### src/rtl/iface_chan_pkg.sv
// Shared types, constants and helpers for the multi-channel interface pipe.
package iface_chan_pkg;

  localparam int unsigned CFG_CHAN_W = 3;
  localparam int unsigned REV_MAX_W  = 64;

  typedef struct packed {
    logic       setting;
    logic [2:0] other;
  } lane_cfg_t;

  // Reverses the low w bits of d; bits at and above w come back as zero.
  function automatic logic [REV_MAX_W-1:0] bit_reverse(input logic [REV_MAX_W-1:0] d,
                                                       input int unsigned w);
    logic [REV_MAX_W-1:0] r;
    logic [5:0]           idx;
    r = '0;
    for (int unsigned i = 0; i < REV_MAX_W; i++) begin
      idx = 6'(w - 1 - i);
      if (i < w) r[i] = d[idx];
    end
    return r;
  endfunction

endpackage

### src/rtl/iface_chan_fifo.sv
// DEPTH-entry synchronous FIFO with count-based ready/valid handshake.
module iface_chan_fifo #(
  parameter int unsigned W     = 17,
  parameter int unsigned DEPTH = 4
) (
  input  logic         clk,
  input  logic         rst,
  input  logic         inValid,
  output logic         inReady,
  input  logic [W-1:0] inData,
  output logic         outValid,
  input  logic         outReady,
  output logic [W-1:0] outData
);

  localparam int unsigned AW = $clog2(DEPTH);
  localparam logic [AW:0] FULL_CNT = (AW+1)'(DEPTH);

  logic [W-1:0]  mem [DEPTH];
  logic [AW-1:0] wrPtr;
  logic [AW-1:0] rdPtr;
  logic [AW:0]   count;
  logic          push;
  logic          pop;

  // Ready depends only on occupancy, so a full FIFO refuses data even while popping.
  assign inReady  = (count < FULL_CNT);
  assign outValid = (count != '0);
  assign push     = inValid & inReady;
  assign pop      = outValid & outReady;
  assign outData  = outValid ? mem[rdPtr] : '0;

  always_ff @(posedge clk) begin
    if (push) mem[wrPtr] <= inData;
  end

  always_ff @(posedge clk or posedge rst) begin
    if (rst) begin
      wrPtr <= '0;
      rdPtr <= '0;
      count <= '0;
    end else begin
      if (push) wrPtr <= wrPtr + 1'b1;
      if (pop)  rdPtr <= rdPtr + 1'b1;
      if (push && !pop)      count <= count + 1'b1;
      else if (pop && !push) count <= count - 1'b1;
    end
  end

endmodule

### src/rtl/iface_chan_pipe.sv
// Multi-channel lane transforms plus a buffered, optionally bit-reversed data pass-through.
module iface_chan_pipe
  import iface_chan_pkg::*;
#(
  parameter int unsigned CHANNELS = 2,
  parameter int unsigned SIG_W    = 2,
  parameter int unsigned DATA_W   = 16,
  parameter int unsigned DEPTH    = 4,
  parameter int unsigned CNT_W    = 22
) (
  input  logic                      clk,
  input  logic                      rst,
  input  logic [CHANNELS*SIG_W-1:0] sig,
  input  logic                      flip,
  input  logic                      cfg_wr,
  input  logic [CFG_CHAN_W-1:0]     cfg_chan,
  input  logic                      cfg_setting,
  input  logic [2:0]                cfg_other,
  output logic [CHANNELS*SIG_W-1:0] sig_out,
  input  logic                      in_valid,
  output logic                      in_ready,
  input  logic [DATA_W-1:0]         in_data,
  output logic                      out_valid,
  input  logic                      out_ready,
  output logic [DATA_W-1:0]         out_data,
  output logic [CNT_W-1:0]          xfer_cnt
);

  for (genvar c = 0; c < CHANNELS; c++) begin : gLane
    lane_cfg_t        cfg;
    logic [SIG_W-1:0] laneIn;
    logic [SIG_W-1:0] laneOut;
    logic [SIG_W+2:0] sum;

    assign laneIn = sig[c*SIG_W +: SIG_W];
    // Widened add covers SIG_W smaller or larger than the 3-bit offset; result truncates.
    assign sum = {3'b000, laneIn ^ {SIG_W{flip}}} + {{SIG_W{1'b0}}, cfg.other};
    assign sig_out[c*SIG_W +: SIG_W] = laneOut;

    always_ff @(posedge clk or posedge rst) begin
      if (rst) begin
        cfg     <= '0;
        laneOut <= '0;
      end else begin
        if (cfg_wr && cfg_chan == CFG_CHAN_W'(c))
          cfg <= '{setting: cfg_setting, other: cfg_other};
        laneOut <= cfg.setting ? sum[SIG_W-1:0] : laneIn;
      end
    end
  end

  logic [DATA_W:0]        fifoOut;
  logic [REV_MAX_W-1:0]   padded;
  logic [REV_MAX_W-1:0]   reversed;

  iface_chan_fifo #(
    .W     (DATA_W + 1),
    .DEPTH (DEPTH)
  ) uFifo (
    .clk      (clk),
    .rst      (rst),
    .inValid  (in_valid),
    .inReady  (in_ready),
    .inData   ({in_data, flip}),
    .outValid (out_valid),
    .outReady (out_ready),
    .outData  (fifoOut)
  );

  assign padded   = REV_MAX_W'(fifoOut[DATA_W:1]);
  assign reversed = bit_reverse(padded, DATA_W);
  assign out_data = fifoOut[0] ? reversed[DATA_W-1:0] : fifoOut[DATA_W:1];

  always_ff @(posedge clk or posedge rst) begin
    if (rst)                         xfer_cnt <= '0;
    else if (out_valid && out_ready) xfer_cnt <= xfer_cnt + CNT_W'(1);
  end

endmodule

### config.mk
export PLATFORM = sky130hd
export DESIGN_NAME = iface_chan_pipe
export DESIGN_NICKNAME = d
export VERILOG_FILES = /design/src/rtl/iface_chan_pkg.sv /design/src/rtl/iface_chan_fifo.sv /design/src/rtl/iface_chan_pipe.sv
export SDC_FILE = /design/constraint.sdc
export NUM_CORES = 1
export LEC_CHECK = 0
export BUFFER_PORTS_ARGS = -buffer_cell sky130_fd_sc_hd__buf_2
export CAP_MARGIN = 15
export CELL_PAD_IN_SITES_DETAIL_PLACEMENT = 1
export CELL_PAD_IN_SITES_GLOBAL_PLACEMENT = 1
export CORE_MARGIN = 1
export CORE_UTILIZATION = 49
export CTS_BUF_LIST = sky130_fd_sc_hd__clkbuf_8
export CTS_CLUSTER_SIZE = 40
export DETAILED_ROUTE_END_ITERATION = 8
export GPL_ROUTABILITY_DRIVEN = 0
export PLACE_DENSITY_LB_ADDON = 0.15
export SYNTH_ARGS = -nofsm -noshare
export SYNTH_HDL_FRONTEND = slang
export SYNTH_HIERARCHICAL = 1
export SYNTH_SLANG_ARGS = --single-unit
### constraint.sdc
create_clock -name clk -period 2.8 [get_ports clk]
set_clock_uncertainty 0.2 [all_clocks]
set_input_delay 0 -clock clk [delete_from_list [all_inputs] [get_ports clk]]
set_output_delay 0 -clock clk [all_outputs]
set_load 0.02 [all_outputs]
==> out/metrics.cfg <==
[floorplan]
row_count = 35
fp.dieW_um = 99.8
ios = 77
coreArea_sq_um = 9240
dieHeight_um = 99.8
die_area_sq_um = 9950
initial_core_util_pct = 50.7

[hold_path]
hp-start = in_data[14]
worstHoldPathCells = 2
hold_path.class = input port to flip-flop
worstHoldEndpoint = uFifo/mem[1][15]$_DFFE_PP_

[global_route]
grt.total_usage_pct = 20.3
grt_pass1_wl_um = 14900
overflow = 0
grt_pass1_vias = 2973
grt_max_degree = 24
antenna_found_initial = 0

[clock_network]
cts_buffer_depth = 2
cts_made_buffers = 9
cts_sinks = 107
ctsHtreeMaxLevel = 3
clkTransAtPathRegs_ns = 0.11
clk_latency_ns = 0.36
cts_root_buf = clkbuf_8
post_cts_buffers = 0
cts_tree = done

[yosys]
synth.cells.most_frequent = 68 x edfxtp_1, 39 x dfrtp_1, 25 x xnor2_1
seq_area_frac_synth_pct = 64.4
synth_cells = 278
synthArstFlopShare_pct = 36.4
ys.flop_type = edfxtp_1
ys_seq_elements = 107
ys_types = 33
synth_top_area_share_pct = 43.6
synth_edf_count = 68
synth_area_per_cell_sq_um = 16.8
synth.area.top_cells = edfxtp_1 44%, dfrtp_1 21%, mux2_1 5.5%
syn_nets = 320
synth_warnings = 6
yosysTopAreaCell = edfxtp_1
synth_area_sq_um = 4680
yosysMostFrequentCell = edfxtp_1

[routing]
wl_per_cell_um = 17.1
drtPass1Iterations = 4
viasPerCell = 5.14
drt-total-wl_um = 9160
drt_iter0_drc = 92
drc = 0
ant_nets = 0
vias = 2745

[final_layout]
fin_nets = 442
fin_cells = 534
diodes = 0
synthToLayoutAreaGrowth_pct = 23.3
drive_gt1_share_pct = 28.9
fillers = 911

[critical_path]
r2r-end = uFifo/count[2]$_DFFE_PP0P_
cp-startpoint = uFifo/rdPtr[0]$_DFFE_PP0P_
cpMaxStageDelayCell = mux4_1
path_cells = buf_4 > mux4_1 > and2_1 > mux2_1 > buf_2
reg2reg_slack_ns = 0.57
slowest_delay_ns = 0.60
r2r_start = uFifo/count[0]$_DFFE_PP0P_
arrival_ns = 2.41
start_kind = flip-flop
crit_required_ns = 2.60
cp-end-kind = primary output
worstPathMaxFanout = 16
ff2ff_path_depth = 8
crit_type = flip-flop to primary output

[power]
power.density_nw_per_um2 = 913
p_leak_uw = 0.00238
peakVddDrop_mv = 0.483

[sta]
rsz0062_at_grt = no
fin_crit_sh_pct = 93.3
clock.fmax_ghz = 0.383
drv_slew = 0
setup_viol = 0
fin_crit_ns = 2.61
hold_violations = 0
worstMarginPinSlew_ns = 0.427
setup_tns_ns = 0
timing.slew.headroom_pct = 71.5

[placed_design]
hpwl_um = 6060
io_buffers = 75
placed_cells = 482

[job]
max-cap-violations = 0

[run_status]
status = finished, final reports clean

-- cell usage in the layout, fill, tap and decap left out, types with 2 or more instances in the layout --
cell type      count
mux2_1            23
ha_1               8
xor2_1            10
buf_2             75
mux4_1             9
inv_8              2
and3_1             3
buf_4              9
clkinv_4           3
nand4_1            6
nor4_4             2
edfxtp_1          68
clkbuf_8           9
and2_1            21
nand3_1            7
inv_1              7
mux4_2             8
mux2_2             3
dfrtp_1           39
dlygate4sd3_1     36
nor2_1             5
xnor2_1           25
nand2_1           13
-- metal layers --
layer / wire length (um) / track usage, % / vias to the layer above
met4: 80 / 6.90 / 0
met2: 4830 / 34.3 / 56
li1: - / - / 1273
met5: 0 / 0 / -
met3: 313 / 4.78 / 6
met1: 3930 / 25.8 / 1410
-- per-stage QoR --
| step | utilization, % | instance area, sq um | setup slack (ns) | power, uW | hold WS, ns |
|---|---|---|---|---|---|
| final | 62.5 | 5770 | 0.188 | 5270 | 0.175 |
| after CTS | 62.5 | 5770 | 0.0525 | 5350 | 0.153 |
| after floorplan | - | 4680 | 0.522 | 3750 | -0.397 |
| after global routing | 62.5 | 5770 | 0.0728 | 5570 | 0.181 |
| after global placement | 56.6 | 5230 | 0.530 | 4300 | -0.228 |
| after detailed placement | 56.6 | 5230 | 0.488 | 4390 | -0.221 |
-- worst max-delay path, delay by kind of cell (launching register included) --
| family | cells | cell delay [ns] |
|---|---|---|
| buffers and inverters | 2 | 0.51 |
| DFF | 1 | 0.44 |
| and+or+nand+nor | 1 | 0.19 |
| muxes | 2 | 0.90 |
-- kinds of logic (layout without fill, tap and decap cells) --
kind of cell / after synthesis / in the layout / synth area share (%)
DFF: 107 / 107 / 64.4
and+or+nand+nor: 68 / 68 / 9.40
muxes: 43 / 43 / 15.1
xor gates and xnor gates: 35 / 35 / 6.55
buffers and inverters: 15 / 142 / 1.79
adders and majority gates: 9 / 9 / 2.56
AOI/OAI and AO/OA: 1 / 1 / 0.107
-- area by class of cell --
class                           count  area [sq um]  area share, %
Clock buffer                        9           124           2.15
Clock inverter                      7          61.3           1.06
Inverter                            6          22.5          0.390
Sequential cell                   107          3020           52.3
Timing Repair Buffer              120           803           13.9
Tap cell                          129           161           2.80
Multi-Input combinational cell    156          1580           27.4
-- sequential cells by signal, summed over array words and instances, names as in the netlist --
register / count
uFifo/mem: 68
xfer_cnt: 22
gLane.cfg: 6
gLane.laneOut: 4
uFifo/count: 3
uFifo/rdPtr: 2
uFifo/wrPtr: 2
-- power by group --
part           switching, uW  total (uW)  internal (uW)
registers                170        2130           1960
clock network            548         890            341
logic                   1250        2250           1000
-- repair_timing --
item                       4_1_cts  5_1_grt
setup endpoints to repair        0       12
hold endpoints to repair       129        0
resized for setup                0        1
hold buffers                    36        0
-- worst max path at each step --
| stage | endpoint | slack, ns | depth (start not counted) |
|---|---|---|---|
| final | out_data[12] | 0.19 | 5 |
| after detailed placement | out_data[12] | 0.49 | 5 |
| after global placement | out_data[15] | 0.53 | 5 |
| after global routing | out_data[12] | 0.07 | 5 |
| after floorplan | uFifo/count[2]$_DFFE_PP0P_ | 0.52 | 9 |
| after CTS | out_data[12] | 0.05 | 5 |
No activity file was read; power rests on OpenSTA's default activity.
